--- src/rtl/floo_axis_link_scheduler.sv ---
// Request/response flit scheduler onto one shared AXIS link with burst-limited fairness.
// Define FLOO_AXIS_SCHED_STATS_EN to compile in the per-class beat counters.
module floo_axis_link_scheduler #(
    parameter int unsigned ReqWidth = 64,
    parameter int unsigned RspWidth = 48,
    parameter int unsigned MaxBurst = 4,
    localparam int unsigned DataWidth = (ReqWidth > RspWidth) ? ReqWidth : RspWidth
) (
    input  logic                 clk_i,
    input  logic                 rst_i,
    input  logic                 req_valid_i,
    output logic                 req_ready_o,
    input  logic [ReqWidth-1:0]  req_data_i,
    input  logic                 rsp_valid_i,
    output logic                 rsp_ready_o,
    input  logic [RspWidth-1:0]  rsp_data_i,
    output logic                 axis_tvalid_o,
    input  logic                 axis_tready_i,
    output logic [DataWidth:0]   axis_tdata_o,
    output logic [31:0]          cnt_req_o,
    output logic [31:0]          cnt_rsp_o
);

    typedef enum logic [1:0] {
        IDLE,
        OWN_REQ,
        OWN_RSP
    } state_e;

    localparam logic [7:0] MaxCnt = 8'(MaxBurst);

    state_e               state;
    logic [7:0]           burst_cnt;
    logic [7:0]           cnt_inc;
    logic                 out_valid;
    logic [DataWidth:0]   out_data;
    logic                 load_en;
    logic                 sel_req;
    logic                 sel_rsp;
    logic [DataWidth-1:0] req_pad;
    logic [DataWidth-1:0] rsp_pad;

    assign req_pad = DataWidth'(req_data_i);
    assign rsp_pad = DataWidth'(rsp_data_i);
    assign load_en = !out_valid || axis_tready_i;
    assign cnt_inc = (burst_cnt >= MaxCnt) ? MaxCnt : burst_cnt + 8'd1;

    always_comb begin
        sel_req = 1'b0;
        sel_rsp = 1'b0;
        case (state)
            OWN_REQ: begin
                if (req_valid_i && (burst_cnt < MaxCnt || !rsp_valid_i)) sel_req = 1'b1;
                else if (rsp_valid_i) sel_rsp = 1'b1;
            end
            OWN_RSP: begin
                if (rsp_valid_i && (burst_cnt < MaxCnt || !req_valid_i)) sel_rsp = 1'b1;
                else if (req_valid_i) sel_req = 1'b1;
            end
            // Responses win ties so the link keeps draining
            default: begin
                if (rsp_valid_i) sel_rsp = 1'b1;
                else if (req_valid_i) sel_req = 1'b1;
            end
        endcase
    end

    assign req_ready_o   = sel_req && load_en && !rst_i;
    assign rsp_ready_o   = sel_rsp && load_en && !rst_i;
    assign axis_tvalid_o = out_valid && !rst_i;
    assign axis_tdata_o  = out_data;

    always_ff @(posedge clk_i) begin
        if (rst_i) begin
            state     <= IDLE;
            burst_cnt <= '0;
            out_valid <= 1'b0;
            out_data  <= '0;
        end else if (load_en) begin
            out_valid <= sel_req || sel_rsp;
            if (sel_rsp) begin
                out_data  <= {1'b1, rsp_pad};
                state     <= OWN_RSP;
                burst_cnt <= (state == OWN_RSP) ? cnt_inc : 8'd1;
            end else if (sel_req) begin
                out_data  <= {1'b0, req_pad};
                state     <= OWN_REQ;
                burst_cnt <= (state == OWN_REQ) ? cnt_inc : 8'd1;
            end else begin
                state     <= IDLE;
                burst_cnt <= '0;
            end
        end
    end

`ifdef FLOO_AXIS_SCHED_STATS_EN
    logic [31:0] cnt_req_q;
    logic [31:0] cnt_rsp_q;

    always_ff @(posedge clk_i) begin
        if (rst_i) begin
            cnt_req_q <= '0;
            cnt_rsp_q <= '0;
        end else if (out_valid && axis_tready_i) begin
            if (out_data[DataWidth]) cnt_rsp_q <= cnt_rsp_q + 32'd1;
            else cnt_req_q <= cnt_req_q + 32'd1;
        end
    end

    assign cnt_req_o = cnt_req_q;
    assign cnt_rsp_o = cnt_rsp_q;
`else
    assign cnt_req_o = '0;
    assign cnt_rsp_o = '0;
`endif

endmodule

--- config.mk ---
export PLATFORM = sky130hd
export DESIGN_NAME = floo_axis_link_scheduler
export DESIGN_NICKNAME = d
export VERILOG_FILES = /design/src/rtl/floo_axis_link_scheduler.sv
export SDC_FILE = /design/constraint.sdc
export NUM_CORES = 1
export LEC_CHECK = 0
export ABC_CLOCK_PERIOD_IN_PS = 2600
export BUFFER_PORTS_ARGS = -buffer_cell sky130_fd_sc_hd__buf_2
export CELL_PAD_IN_SITES_DETAIL_PLACEMENT = 1
export CELL_PAD_IN_SITES_GLOBAL_PLACEMENT = 1
export CORE_AREA = 2 2 107 135
export DETAILED_ROUTE_END_ITERATION = 10
export DIE_AREA = 0 0 109 137
export GPL_TIMING_DRIVEN = 0
export PLACE_DENSITY_LB_ADDON = 0.1
export SLEW_MARGIN = 15
export SYNTH_ARGS = -nofsm -noshare
export SYNTH_HDL_FRONTEND = slang
export SYNTH_SLANG_ARGS = --single-unit
--- constraint.sdc ---
create_clock -name clk_i -period 2.6 [get_ports clk_i]
set_input_delay 0.52 -clock clk_i [delete_from_list [all_inputs] [get_ports clk_i]]
set_output_delay 0.52 -clock clk_i [all_outputs]
set_load 0.01 [all_outputs]
Word-level counts from Yosys, hierarchy flattened
Cells that the tools add are included.

$add $sub $neg: 1. $mul: 0. Divide/modulo/power cells: 0. $lt $le $gt $ge: 2. Equality and inequality tests: 2. Shift-type cells: 0. Mux-type cells: 18. Bitwise operators: 0. Reduce and logical (&&, ||, !) cells: 17.

Operators with widths (number): 65-bit two-way mux (2); 8-bit two-way mux (5); 8-bit by 1-bit adder with 8-bit output (second input constant) (1); 8-bit by 3-bit greater-or-equal comparator with 1-bit output (second input constant) (1); 8-bit by 3-bit less-than comparator with 1-bit output (second input constant) (1); 1-bit two-way mux (8); 1-bit logical AND (7); 1-bit logical NOT (4); 1-bit logical OR (4); 1-bit case mux with 2 select lines (2); 2-bit by 1-bit equality test with 1-bit output (second input constant) (1); 2-bit equality test (second input constant) (1); 2-bit two-way mux (1); 2-bit AND reduction (1); 2-bit nonzero test (1).

Flip-flop bits (word level): 76. Bits in latches: 0. Memory bits (writable): 0. Memory bits (read-only): 0. Input port bits: 117. Output and inout port bits: 132. Word-level logic and storage cells: 44. Memories: 0.

Logic depth before layout (Yosys ltp)
Gate-level depths: netlist (run 1).

Depth in word-level cells: 7. Mapped depth: 8. Depth with buffers taken out: 6.

Least setup slack after synthesis (run 1)
Ideal clock, no wire load.

Path type: register to register. Start: reg state[0]. End: reg out_data[10] (netlist: axis_tdata_o[10]). Setup time: 91 ps. Arrival time: 1954 ps. Data required time: 2509 ps. Setup slack: 555 ps. Stages on the path, launching flop included: 9. Path buffers: 2. Clock period less this slack: 2045 ps. Cells stage by stage: dfxtp_1 -> inv_1 -> ha_1 -> or3b_2 -> o211ai_2 -> buf_4 -> buf_4 -> nand3_1 -> a311oi_1.

Cells in the longest elaborated chain, start to end: 4. Elaborated cells between the ends (all ways): 7. Classes of those cells: eq/ne: 2; mux: 3; reduce/logical: 2.

Ends and longest elaborated chain: start, declared (line 32) `state_e state;`; start signal, assigned (line 75) `state <= IDLE;`; start signal, assigned (line 83) `state <= OWN_RSP;`; start signal, assigned (line 87) `state <= OWN_REQ;`; 2-bit equality test / 2-bit by 1-bit equality test with 1-bit output (equally long branches) (line 51) `case (state)`; 1-bit case mux with 2 select lines (line 51); 2-bit nonzero test (no source line); 2-bit AND reduction (no source line); end signal, assigned (line 82) `out_data <= {1'b1, rsp_pad};`; end signal, assigned (line 86) `out_data <= {1'b0, req_pad};`; end, declared (line 36) `logic [DataWidth:0] out_data;`.

Several ways; a longest one is shown, not always the timed one. A chain may end at the register's enable or synchronous reset.

Worst setup path in the final report (run 1)
Start: reg state[0]. End: out rsp_ready_o.

Cells in the longest elaborated chain, start to end: 4. Elaborated cells between the ends (all ways): 5. Classes of those cells: eq/ne: 2; mux: 1; reduce/logical: 2.

Ends and longest elaborated chain: 2-bit equality test / 2-bit by 1-bit equality test with 1-bit output (equally long branches) (line 51); 1-bit case mux with 2 select lines (*) (line 51); 1-bit logical AND (*) (2 in a row) (line 69) `assign rsp_ready_o = sel_rsp && load_en && !rst_i;`; end, declared (line 15) `output logic rsp_ready_o,`.

Every way passes the cells marked *; elsewhere a longest branch is shown, timed or not.

==> results of run 1 <==
worst register-to-register path: cells and delay by family, from the launching register on:
| family | cells | cell delay (ps) |
|---|---|---|
| AO/OA/AOI/OAI | 2 | 630 |
| buffers and inverters | 2 | 480 |
| flip-flops | 1 | 370 |
| AND/OR/NAND/NOR | 2 | 700 |
layer usage:
| metal | track usage | routed length (um) | part of all wire |
|---|---|---|---|
| met4 | 0.0890 | 385 | 0.025 |
| met1 | 0.229 | 6040 | 0.39 |
| met3 | 0.0548 | 1180 | 0.077 |
| met2 | 0.361 | 7830 | 0.51 |
| met5 | 0 | 0 | 0 |
flip-flops by register name, indices dropped and copies added, names as in the netlist:
signal and count:
out_valid 1, burst_cnt 8, state 2, axis_tdata_o 65
through the flow:
step,instance area (um^2),power (uW),utilization,hold slack [ps],std cells
CTS,5760,3630,0.422,388,909
detailed placement,5420,2300,0.397,453,893
global placement,5420,2280,0.397,452,893
floorplan,4280,1930,-,468,535
finish,5790,3600,0.424,401,909
global route,5790,3810,0.424,403,909
area by class of cell:
class / instances / area (um^2)
inverter: 8 / 30.0
clock buffer: 13 / 270
fill: 1719 / 7850
sequential: 76 / 1520
tap: 175 / 219
timing repair buffer: 183 / 916
clock inverter: 3 / 43.8
multi-input combinational: 340 / 2090
buffer: 111 / 691
worst min path at each step:
stage,to,slack (ps),depth (start not counted)
3_5_place_dp,axis_tdata_o[55]$_SDFFE_PP0P_,450,1
4_1_cts,axis_tdata_o[59]$_SDFFE_PP0P_,390,2
6_report,axis_tdata_o[59]$_SDFFE_PP0P_,400,2
5_1_grt,axis_tdata_o[59]$_SDFFE_PP0P_,400,2
3_3_place_gp,axis_tdata_o[57]$_SDFFE_PP0P_,450,1
2_1_floorplan,burst_cnt[6]$_SDFFE_PP0N_,470,1
logic make-up (layout without fill, tap and decap cells):
family	after synthesis	in the layout	share of synthesized area
compound gates	137	137	0.278
simple gates	133	133	0.154
buf+inv	119	318	0.175
flops	76	76	0.376
fa+ha+maj	4	4	0.0124
xor+xnor	2	2	0.00433
other cells	1	64	0.000926
cell usage in the layout, fill, tap and decap left out, types with 4 or more instances in the layout:
master and instances:
a21oi_1 4, o21ai_0 4, o211ai_1 48, dfxtp_1 76
clkbuf_16 9, inv_1 8, clkbuf_2 8, a22o_1 17
nand2_1 9, buf_4 65, conb_1 64, a311oi_1 48
nand3_1 49, clkbuf_1 26, nor2_1 55, buf_2 193
timing repair:
action	CTS	global route
endpoints found under the setup margin	32	34
pin swaps	1	0
hold endpoints to repair	0	0
resized for setup	7	16
report_power, final:
| part | internal [uW] | switching (uW) | leakage (uW) |
|---|---|---|---|
| clock | 823 | 495 | 0.000156 |
| combinational | 385 | 522 | 0.00201 |
| sequential | 1300 | 74.7 | 0.000627 |
| total | 2510 | 1090 | 0.00280 |
==> impl_metrics.tcl, run 1 <==
set metrics [dict create \
    status "complete, no violations" \
    reg2reg_depth 6 \
    clk_latency_ps 340 \
    reg2reg_from "burst_cnt[2]$_SDFFE_PP0N_" \
    ys_warn_count 0 \
    fp.coreArea_um2 13600 \
    finalCriticalPeriod_ps 2470 \
    cts.sinks 76 \
    clkSlewWorstSetupHoldPaths_ps 60 \
    die_area_um2 14900 \
    drt_pre_antenna_iters 4 \
    synth-edff-count 0 \
    finalSetupTns_ps 0 \
    synth_area_leader_cell "dfxtp_1" \
    grt-ovfl-total 0 \
    drive_gt1_frac 0.402 \
    dp_slack_ps -239 \
    syn_inst 472 \
    fin_ws_ps 128 \
    drt-initial-drc-count 138 \
    p_per_area_nw_per_um2 622 \
    hold_class "in -> reg" \
    max_freq_mhz 405 \
    slew-limit-headroom 0.586 \
    antenna_cells 0 \
    path_max_fanout 7 \
    crit_buf_inv 2 \
    drc 0 \
    grt_util_all_layers 0.205 \
    worst_path_largest_cell_delay_ps 370 \
    area_growth_pct 42.9 \
    finalHoldViolCount 0 \
    crit_arrival_ps 1950 \
    rrSetupSlack_ps 280 \
    grt_max_degree 13 \
    crit_path_end "rsp_ready_o" \
    crit_chain "inv_1, ha_2, a311o_1, o211a_1, buf_2" \
    gp_congestion 0.884 \
    vias 4441 \
    cap_violations 0 \
    io_buffers 183 \
    yosysUniqueCellTypes 43 \
    ys_ff_latch 76 \
    synth.avg_cell_area_um2 8.58 \
    syn-cell-area_um2 4050 \
    yosysMostFrequentCell "dfxtp_1" \
    cts_buffers 9 \
    ys_top_cells_by_area "dfxtp_1 38%, buf_4 12%, a311oi_1 10%" \
    antenna_found_initial 0 \
    grt_pass1_vias 4629 \
    finalClockSkew_ps 6.94 \
    grt_pass1_wl_um 23700 \
    cts-root-buf "clkbuf_16" \
    async_flop_share 0 \
    routed_wl_um 15400 \
    cp-end-kind "primary output" \
    synthTopCellsByCount "76 x dfxtp_1, 66 x buf_4, 55 x nor2_1" \
    die_x_um 109 \
    synth_flop_cell "dfxtp_1" \
    rows 48 \
    period_share 0.951 \
    holdCritStartpoint "req_data_i[59]" \
    leakage_uw 0.00280 \
    avgViaCountPerCell 4.89 \
    critPathSlowestCell "dfxtp_1" \
    slew_viol_final 0 \
    start_kind "register" \
    worstPathRequired_ps 2080 \
    clockBufferDepth 2 \
    cts_tree "yes" \
    crit_type "reg -> out" \
    die_h_um 137 \
    cts_setup_buffers 0 \
    synth_top_area_frac 0.376 \
    critPathTopFamily "compound AO/OA/AOI/OAI gates" \
    critPathLaunch "state[0]$_SDFFE_PP0N_" \
    worstReg2RegEnd "axis_tdata_o[8]$_SDFFE_PP0P_" \
    htreeDepth 3 \
    ant_nets 0 \
    max_slew.worst_pin.slew_ps 621 \
    vdd_drop_max_mv 0.293 \
    io_pins 249 \
    worstSetupPathDepth 5 \
    postCtsHoldBufs 0 \
    finalSetupViolCount 0 \
    place_hpwl_um 12100 \
    grt_setup_unrepaired "no" \
    nNetsFinal 850 \
    wire_per_inst_um 17.0 \
    start_util 0.297 \
    yosysSeqAreaShare 0.376 \
]
No activity file was read; power rests on OpenSTA's default activity.
==> run 2, diff against run 1 <==
--- a/config.mk
+++ b/config.mk
@@ -13,6 +13,7 @@
 export DETAILED_ROUTE_END_ITERATION = 10
 export DIE_AREA = 0 0 109 137
 export GPL_TIMING_DRIVEN = 0
+export MAX_ROUTING_LAYER = met4
 export PLACE_DENSITY_LB_ADDON = 0.1
 export SLEW_MARGIN = 15
 export SYNTH_ARGS = -nofsm -noshare
==> impl_metrics.tcl, run 2 (synthesis gave the netlist of run 1 again) <==
set metrics [dict create \
    cts_buffers 9 \
    slew_viol_final 0 \
    dp_slack_ps -239 \
    cts.sinks 76 \
    cp-end-kind "primary output" \
    totalPowerFinal_uw 3590 \
    cts-root-buf "clkbuf_16" \
    cts_setup_buffers 0 \
    reg2reg_depth 8 \
    drt-initial-drc-count 153 \
    design_area_um2 5780 \
    clockBufferDepth 2 \
    drive_gt1_frac 0.402 \
    cap_violations 0 \
    vias 4474 \
    worstPathRequired_ps 2080 \
    io_buffers 183 \
    largest_reg_flops 65 \
    hold_depth 2 \
    holdCritStartpoint "req_data_i[59]" \
    fin_ws_ps 129 \
    finalHoldViolCount 0 \
    area_growth_pct 42.8 \
    postCtsHoldBufs 0 \
    drc 0 \
    slew-limit-headroom 0.587 \
    ant_nets 0 \
    finalSetupTns_ps 0 \
    crit_type "in -> out" \
    switching_share 0.303 \
    fp.coreArea_um2 13600 \
    clkSlewWorstSetupHoldPaths_ps 60 \
    die_h_um 137 \
    grt_util_all_layers 0.211 \
    clk_latency_ps 330 \
    seq_power_share 0.382 \
    regArea_um2 1520 \
    leakage_uw 0.00279 \
    rows 48 \
    crit_arrival_ps 1950 \
    drt_pre_antenna_iters 4 \
    p_switching_uw 1090 \
    final_cell_mix "193 x buf_2, 76 x dfxtp_1, 66 x buf_4" \
    start_kind "primary input" \
    routed_wl_um 15400 \
    holdPathEnd "axis_tdata_o[59]$_SDFFE_PP0P_" \
    finalCriticalPeriod_ps 2470 \
    antenna_found_initial 0 \
    htreeDepth 3 \
    max_slew.worst_pin.slew_ps 619 \
    rrSetupSlack_ps 220 \
    grt-ovfl-total 0 \
    finalSetupViolCount 0 \
    intPower_uw 2510 \
    multiInputGateArea_um2 2090 \
    worstReg2RegEnd "axis_tdata_o[8]$_SDFFE_PP0P_" \
    reg2reg_from "state[0]$_SDFFE_PP0N_" \
    gp_congestion 0.898 \
    start_util 0.297 \
    finalClockSkew_ps 6.84 \
    place_hpwl_um 12100 \
    grt_pass1_wl_um 23700 \
    die_area_um2 14900 \
    status "complete, no violations" \
    period_share 0.950 \
    nFillCells 1720 \
    p_clk_frac 0.365 \
    avgViaCountPerCell 4.92 \
    path_max_fanout 10 \
    p_per_area_nw_per_um2 621 \
    wire_per_inst_um 17.0 \
    die_x_um 109 \
    grt_max_degree 13 \
    p_comb_frac 0.253 \
    antenna_cells 0 \
    grt_setup_unrepaired "no" \
    placedInstanceArea_um2 5420 \
    nNetsFinal 850 \
    cts_tree "yes" \
    max_freq_mhz 405 \
    grt_pass1_vias 4633 \
    hold_class "in -> reg" \
    vdd_drop_max_mv 0.288 \
    layout_commonest_cell "buf_2" \
    io_pins 249 \
]
## run 2: cell counts in the layout (fill, tap and decap cells not counted)
Identical to the previous run, type by type.
## run 2: layout make-up
type | instances | share of cell area
Inverter | 8 | 0.00519
Tap cell | 175 | 0.0379
Timing Repair Buffer | 183 | 0.158
Sequential cell | 76 | 0.263
Multi-Input combinational cell | 340 | 0.362
Clock buffer | 13 | 0.0467
Clock inverter | 3 | 0.00757
Buffer | 111 | 0.119
## run 2: what timing repair did
action,4_1_cts,5_1_grt
gates cloned,0,0
endpoints found under the setup margin,32,34
pin swaps,1,0
resized for setup,7,15
## run 2: critical path: stages
cell and delay (ps):
buf_2 100, clkbuf_1 470, clkbuf_2 390, o211a_1 300, buf_2 170
## run 2: power by group through the flow
stage	Clock [uW]	Combinational [uW]	Sequential, uW
finish	1310	909	1370
detailed placement	0	900	1400
floorplan	0	481	1450
global route	1410	1010	1390
global placement	0	887	1390
CTS	1350	912	1370
## run 2: metal layers
metal	up-vias	global-route usage	wire length, um
li1	2161	-	-
met1	2113	0.235	6210
met2	176	0.362	7890
met3	24	0.0467	998
met4	0	0.0869	337
met5	-	-	0
## run 2: worst max-delay path by stage
stage                               start                            end  slack, ps  depth (start not counted)
floorplan           state[0]$_SDFFE_PP0N_  axis_tdata_o[10]$_SDFFE_PP0P_        550                          8
global placement    state[0]$_SDFFE_PP0N_   axis_tdata_o[5]$_SDFFE_PP0P_       -250                          7
detailed placement  state[0]$_SDFFE_PP0N_   axis_tdata_o[8]$_SDFFE_PP0P_       -240                          7
CTS                 state[0]$_SDFFE_PP0N_                    rsp_ready_o         10                          5
global route                  rsp_valid_i                    rsp_ready_o          7                          5
finish                        rsp_valid_i                    rsp_ready_o        130                          5
## run 2: through the flow
stage	utilization	hold slack, ps	std cells
2_1_floorplan	-	468	535
3_3_place_gp	0.397	452	893
3_5_place_dp	0.397	453	893
4_1_cts	0.422	388	909
5_1_grt	0.424	403	909
6_report	0.424	404	909
